**src/rtl/tour_sequencer.sv**
```systemverilog
// Replays a 24-move knight's tour as vertical then horizontal drive commands.
// Outside a tour, the UART command path is passed straight through to the command processor.
module tour_sequencer (
  input  logic        clk,
  input  logic        rst_n,
  input  logic        start_tour,
  input  logic [7:0]  move,
  output logic [4:0]  mv_indx,
  input  logic [15:0] cmd_UART,
  input  logic        cmd_rdy_UART,
  output logic        clr_cmd_rdy_UART,
  output logic [15:0] cmd,
  output logic        cmd_rdy,
  input  logic        clr_cmd_rdy,
  input  logic        send_resp,
  output logic [7:0]  resp
);

  localparam logic [4:0]  LastIdx    = 5'd23;
  localparam logic [3:0]  OpMove     = 4'b0010;
  localparam logic [3:0]  OpFanfare  = 4'b0011;
  localparam logic [7:0]  HeadNorth  = 8'h00;
  localparam logic [7:0]  HeadSouth  = 8'h7F;
  localparam logic [7:0]  HeadEast   = 8'hBF;
  localparam logic [7:0]  HeadWest   = 8'h3F;
  localparam logic [7:0]  RespDone   = 8'hA5;
  localparam logic [7:0]  RespBusy   = 8'h5A;

  typedef enum logic [2:0] {
    StIdle,
    StVert,
    StHoldV,
    StHorz,
    StHoldH
  } state_e;

  state_e      state_q;
  logic [15:0] hold_cmd_q;

  logic        move_ok;
  logic        dx_neg;
  logic        dy_neg;
  logic [1:0]  dx_mag;
  logic [1:0]  dy_mag;
  logic [15:0] vert_cmd;
  logic [15:0] horz_cmd;
  logic        last_move;

  // Knight move decode; anything that is not exactly one-hot is invalid.
  always_comb begin
    move_ok = 1'b1;
    dx_neg  = 1'b0;
    dy_neg  = 1'b0;
    dx_mag  = 2'd0;
    dy_mag  = 2'd0;
    case (move)
      8'h01: begin dx_neg = 1'b1; dx_mag = 2'd1; dy_neg = 1'b0; dy_mag = 2'd2; end
      8'h02: begin dx_neg = 1'b0; dx_mag = 2'd1; dy_neg = 1'b0; dy_mag = 2'd2; end
      8'h04: begin dx_neg = 1'b1; dx_mag = 2'd2; dy_neg = 1'b0; dy_mag = 2'd1; end
      8'h08: begin dx_neg = 1'b1; dx_mag = 2'd2; dy_neg = 1'b1; dy_mag = 2'd1; end
      8'h10: begin dx_neg = 1'b1; dx_mag = 2'd1; dy_neg = 1'b1; dy_mag = 2'd2; end
      8'h20: begin dx_neg = 1'b0; dx_mag = 2'd1; dy_neg = 1'b1; dy_mag = 2'd2; end
      8'h40: begin dx_neg = 1'b0; dx_mag = 2'd2; dy_neg = 1'b0; dy_mag = 2'd1; end
      8'h80: begin dx_neg = 1'b0; dx_mag = 2'd2; dy_neg = 1'b1; dy_mag = 2'd1; end
      default: move_ok = 1'b0;
    endcase
  end

  assign vert_cmd  = {OpMove, dy_neg ? HeadSouth : HeadNorth, 2'b00, dy_mag};
  assign horz_cmd  = {OpFanfare, dx_neg ? HeadWest : HeadEast, 2'b00, dx_mag};
  assign last_move = (mv_indx == LastIdx);

  always_ff @(posedge clk or negedge rst_n) begin
    if (!rst_n) begin
      state_q    <= StIdle;
      mv_indx    <= 5'd0;
      hold_cmd_q <= 16'h0000;
    end else begin
      unique case (state_q)
        StIdle: begin
          if (start_tour) begin
            mv_indx <= 5'd0;
            state_q <= StVert;
          end
        end
        StVert: begin
          if (!move_ok) begin
            state_q <= StIdle;
          end else begin
            // Captured so the hold state keeps presenting the issued command.
            hold_cmd_q <= vert_cmd;
            if (clr_cmd_rdy) state_q <= StHoldV;
          end
        end
        StHoldV: begin
          if (send_resp) state_q <= StHorz;
        end
        StHorz: begin
          if (!move_ok) begin
            state_q <= StIdle;
          end else begin
            hold_cmd_q <= horz_cmd;
            if (clr_cmd_rdy) state_q <= StHoldH;
          end
        end
        StHoldH: begin
          if (send_resp) begin
            if (last_move) begin
              state_q <= StIdle;
            end else begin
              mv_indx <= mv_indx + 5'd1;
              state_q <= StVert;
            end
          end
        end
        default: state_q <= StIdle;
      endcase
    end
  end

  always_comb begin
    cmd              = hold_cmd_q;
    cmd_rdy          = 1'b0;
    clr_cmd_rdy_UART = 1'b0;
    resp             = RespBusy;
    unique case (state_q)
      StIdle: begin
        cmd              = cmd_UART;
        cmd_rdy          = cmd_rdy_UART;
        clr_cmd_rdy_UART = clr_cmd_rdy;
        resp             = RespDone;
      end
      StVert: begin
        cmd     = vert_cmd;
        cmd_rdy = move_ok;
      end
      StHorz: begin
        cmd     = horz_cmd;
        cmd_rdy = move_ok;
      end
      StHoldH: begin
        resp = last_move ? RespDone : RespBusy;
      end
      default: ;
    endcase
  end

endmodule

```
**config.mk**
```make
export PLATFORM = sky130hd
export DESIGN_NAME = tour_sequencer
export DESIGN_NICKNAME = d
export VERILOG_FILES = /design/src/rtl/tour_sequencer.sv
export SDC_FILE = /design/constraint.sdc
export NUM_CORES = 1
export LEC_CHECK = 0
export ABC_AREA = 1
export CAP_MARGIN = 0
export CORE_MARGIN = 2
export CORE_UTILIZATION = 37
export DETAILED_ROUTE_END_ITERATION = 7
export PLACE_DENSITY = 0.76
export SYNTH_ARGS = -nofsm -noshare
export SYNTH_HDL_FRONTEND = slang
export SYNTH_SLANG_ARGS = --single-unit
```
**constraint.sdc**
```tcl
create_clock -name clk -period 1.4 [get_ports clk]
set_input_delay 0.14 -clock clk [delete_from_list [all_inputs] [get_ports clk]]
set_output_delay 0.14 -clock clk [all_outputs]
set_load 0.005 [all_outputs]
```
==> reports/metrics.cfg, run 1 <==
[drt]
ant_nets=0
vias=1956
avgViaCountPerCell=5.04
drtIter0Drc=142
firstDrtPassIters=4
wl_per_cell_um=15.6
drc_errors=0
routed_wl_um=6060

[yosys]
syn-cell-area_um2=1290
synth_nets=241
syn_area_per_cell_um2=6.16
synth_cell_types=28
yosysSeqAreaShare=0.290
yosysWarnings=0
syn_inst=210
yosys_register_bits=15

[worst_setup_path]
slowest_stage=dfrtp_1
rrSetupSlack_ps=-320
path_class=register to primary output
crit_arrival_ps=1730
cp_slowest_stage_delay_ps=440
crit_path_max_fanout=3
crit_path_start_kind=register
critPathCaptureType=primary output
cp_data_required_time_ps=1260
crit_chain=nor2_2, nand2_2, inv_2, nor2_4, buf_6, a21oi_4, buf_6, nand2_2, buf_2
critPathBufInv=4
crit_family=buffers and inverters

[outcome]
violations=negative setup slack
status=finished, violations left

[placement]
dp_hpwl_um=2900
place_worst_setup_slack_ps=-827
gp_congestion=0.802
port_buffers=60

[final_layout]
fin_nets=374
drive_above_1_share=0.503
multi_input_area_um2=896
nFillCells=197
num_antenna_cells=0
regArea_um2=378
area_growth_pct=107

[die]
ios=61
dieWidth_um=63.1
die_height_um=63.1
fp-row-count=21
coreArea_um2=3340
die_area_um2=3990
start_util=0.388

[clock_network]
cts_buffers=3
htreeDepth=1
path_clk_slew_ps=100
cts_sinks=15
tritoncts=done
postCtsHoldBufs=0
root_buffer=clkbuf_4
clockBufferDepth=2
clock_latency_ps=290

[timing]
setup_viol=40
finalHoldViolCount=0
hold_ws_ps=164
rsz0062_at_grt=true
max_freq_mhz=534
slew_headroom=0.851
finalCriticalPeriod_ps=1870
slew_viol_final=0
setup_ws_ps=-471
tightest_slew_ps=223
fin_worst_skew_ps=7.08
period_share=1.34

[job]
drv_cap=0

[global_routing]
antenna_found_initial=0
grt_remaining_overflow=0
grt_pass1_wl_um=7920
grt.total_usage=0.248
grt_pass1_vias=1825
grt_max_degree=16

[power_and_ir_drop]
irDropWorstVdd_v=0.000642
power_uw=3530
p_per_area_nw_per_um2=1320
power_leakage_uw=0.00147

[min_path]
hold_path_class=input port to async pin

==> path summary, 6_finish.rpt <==
path,startpoint,end,depth (start not counted)
setup reg to reg,state_q[0],mv_indx[3],10
hold reg to reg,hold_cmd_q[13],hold_cmd_q[13],1
min in group clk,hold_cmd_q[13],hold_cmd_q[13],1
hold / removal,rst_n,state_q[1],2
setup / recovery,state_q[1],cmd[6],9
max in group asynchronous,rst_n,state_q[2],2
==> layout make-up <==
type / instances / share of cell area
multi-input cells: 154 / 0.335
clock buffers: 3 / 0.00842
clock inverters: 1 / 0.00187
inverters: 33 / 0.0491
repair buffers: 136 / 0.443
well taps: 46 / 0.0215
flip-flops and latches: 15 / 0.141
==> logic make-up (layout without fill, tap and decap cells) <==
group	count (synthesis)	after routing	synth area share
buffers and inverters	41	173	0.143
and+or+nand+nor	134	134	0.459
DFF	15	15	0.290
AOI/OAI and AO/OA	19	19	0.0977
adders and majority gates	1	1	0.00967
==> stage by stage <==
stage | area (um2) | TNS, ps | cells | util
4_1_cts | 2500 | -6920 | 379 | 0.749
6_report | 2680 | -11470 | 388 | 0.802
5_1_grt | 2680 | -14030 | 388 | 0.802
3_3_place_gp | 2200 | -15230 | 349 | 0.660
3_5_place_dp | 2200 | -16040 | 349 | 0.660
2_1_floorplan | 1300 | 0 | 210 | -
==> cell usage in the layout, fill, tap and decap left out, drive strengths merged, types with 2 or more instances in the layout <==
| cell | synthesis | final |
|---|---|---|
| dfrtp | 15 | 15 |
| inv | 33 | 33 |
| nand4 | 4 | 4 |
| o21a | 2 | 2 |
| clkbuf | 0 | 7 |
| clkdlybuf4s50 | 0 | 21 |
| clkdlybuf4s15 | 0 | 3 |
| a21oi | 6 | 6 |
| nand3 | 12 | 12 |
| dlygate4sd2 | 0 | 5 |
| o21ai | 7 | 7 |
| buf | 8 | 102 |
| nor2 | 40 | 40 |
| nand2 | 75 | 75 |
==> report_power, final <==
part           internal (uW)  switching (uW)  total (uW)
Combinational           1440            1240        2680
Clock                    106             154         260
Sequential               518            70.1         588
Total                   2070            1460        3530
==> cells in the mapped netlist (all sizes together) <==
cell | number | share of area
nand3b | 1 | 0.0058
o21ai | 7 | 0.030
a221o | 1 | 0.0077
o22ai | 1 | 0.0048
inv | 33 | 0.096
dfrtp | 15 | 0.29
o211ai | 1 | 0.0058
nand4 | 4 | 0.019
or2 | 1 | 0.0048
nand3 | 12 | 0.046
buf | 8 | 0.047
a21boi | 1 | 0.0058
nor3 | 1 | 0.013
nor2 | 40 | 0.14
nand2 | 75 | 0.23
a21oi | 6 | 0.032
ha | 1 | 0.0097
o21a | 2 | 0.012
==> flip-flops by register name, indices dropped and copies added (netlist names) <==
register,count
hold_cmd_q,7
mv_indx,5
state_q,3
==> per-layer routing <==
layer  routed length [um]  up-vias  track usage
met4                  249        0       0.0472
met5                    0        -            0
met1                 2340      915        0.280
li1                     -      907            -
met3                  410       32       0.0482
met2                 3050      102        0.480
==> what timing repair did <==
item                       in CTS  in global routing
resized for setup             177                 42
pin swaps                      22                 19
gates cloned                    1                  0
setup buffers                  25                 14
setup endpoints to repair      45                 42
No activity file was read; power rests on OpenSTA's default activity.
==> run 2, diff against run 1 <==
Settings changed: HOLD_SLACK_MARGIN set to 0.08.
==> results of run 2 <==
Same layout as run 1: the final DEF is identical, and so are final timing and power.
==> run 3, diff against run 2 <==
Settings changed: GPL_TIMING_DRIVEN set to 0.
==> run 3 against run 2 <==
Net effect:
- sequential share of layout area grew 0.78 points
- hold slack better by 120 ps
- register-to-register slack worse by 60 ps
- first-iteration DRC count fell by 13%
- critical path type unchanged
- setup slack worse by 19 ps
- cell area decreased by 4.6%
- largest cell class unchanged
- largest power group unchanged
- global-route usage is 0.49 points higher
- the run still ends with negative setup slack left
- power rose by 3.8%
==> reports/metrics.cfg, run 3 (synthesis gave the netlist of run 1 again) <==
[outcome]
status=finished, violations left
violations=negative setup slack

[clock_network]
htreeDepth=1
cts_sinks=15
clockBufferDepth=2
clock_latency_ps=280
cts_buffers=3
path_clk_slew_ps=100
root_buffer=clkbuf_4
tritoncts=done
postCtsHoldBufs=0

[drt]
firstDrtPassIters=7
avgViaCountPerCell=5.05
wl_per_cell_um=15.6
vias=1848
drtIter0Drc=124
ant_nets=0
routed_wl_um=5730
drc_errors=0

[worst_setup_path]
path_class=register to primary output
crit_path_start_kind=register
cp_data_required_time_ps=1260
critPathCaptureType=primary output
crit_arrival_ps=1750
crit_path_max_fanout=4
reg2regPathDepth=11

[placement]
port_buffers=60
gp_congestion=0.790
dp_hpwl_um=2600

[job]
drv_cap=0

[die]
coreArea_um2=3340
die_height_um=63.1
ios=61
dieWidth_um=63.1
fp-row-count=21
die_area_um2=3990
start_util=0.388

[timing]
slew_headroom=0.508
period_share=1.35
tightest_slew_ps=736
fin_worst_skew_ps=12.2
finalCriticalPeriod_ps=1890
max_freq_mhz=529
rsz0062_at_grt=true
setup_ws_ps=-491
setup_viol=35
finalHoldViolCount=0
fin_setup_tns_ps=-12080
slew_viol_final=0

[final_layout]
mostFrequentLayoutCell=nand2_1
fin_util=0.765
reg.largest.list=hold_cmd_q x7, mv_indx x5, state_q x3
largest_register_ffs=7
area_growth_pct=97.3
fin_nets=352
drive_above_1_share=0.459
num_antenna_cells=0
nFillCells=228
regMostFlops=hold_cmd_q
final_cell_mix=nand2_1 (56), buf_6 (33), buf_4 (29)

[min_path]
hold_path_class=input port to async pin

[global_routing]
grt_pass1_vias=1743
antenna_found_initial=0
grt_remaining_overflow=0
grt_pass1_wl_um=8050
grt_max_degree=16
grt.total_usage=0.253

[power_and_ir_drop]
irDropWorstVdd_v=0.000598
power_leakage_uw=0.00140
p_per_area_nw_per_um2=1430

[run 3: area by class of cell]
class / instances / area, um2 / area share
multi-input cells: 154 / 920 / 0.360
well taps: 46 / 57.6 / 0.0225
plain buffers: 8 / 90.1 / 0.0353
clock buffers: 4 / 26.3 / 0.0103
repair buffers: 106 / 942 / 0.369
flip-flops and latches: 15 / 380 / 0.149
inverters: 33 / 136 / 0.0534
[run 3: what timing repair did]
action,CTS,global route
endpoints found under the hold margin,0,0
setup buffers,38,12
resized for setup,184,34
setup endpoints to repair,35,42
gates cloned,1,0
pin swaps,30,15
[run 3: path summary, 6_finish.rpt]
check / end / from / slack [ps]
min in group clk: hold_cmd_q[1] / hold_cmd_q[1] / 480
max reg2reg: mv_indx[2] / state_q[0] / -380
max in group asynchronous: state_q[0] / rst_n / 600
max: cmd[11] / state_q[2] / -490
min: hold_cmd_q[0] / rst_n / 280
min reg2reg: hold_cmd_q[1] / hold_cmd_q[1] / 480
[run 3: through the flow]
stage / total power [uW] / cell area [um2] / std cells / hold slack, ps / worst slack (ps)
2_1_floorplan: 1460 / 1300 / 210 / -156 / 6.00
3_3_place_gp: 2320 / 1950 / 316 / 453 / -876
3_5_place_dp: 2360 / 1950 / 316 / 459 / -894
4_1_cts: 3200 / 2400 / 358 / 299 / -382
5_1_grt: 3850 / 2550 / 366 / 348 / -552
6_report: 3660 / 2550 / 366 / 284 / -491
[run 3: critical path, stage by stage, from the launching register on]
cell	delay [ps]
dfrtp_2	460
nor2_4	170
inv_4	70
nor2_4	120
inv_4	70
buf_6	110
nor2_2	80
nand4_1	140
nand3_1	120
buf_2	120
[run 3: per-layer routing]
metal | GRT usage | share of wire | vias to the layer above
met5 | 0 | 0 | -
met4 | 0.0806 | 0.030 | 0
met3 | 0.0464 | 0.075 | 20
met2 | 0.461 | 0.52 | 110
met1 | 0.298 | 0.38 | 856
li1 | - | - | 862
[run 3: power breakdown]
part           total (uW)  internal, uW  switching, uW
clock network         252           110            142
registers             584           519           65.4
logic                2830          1510           1310
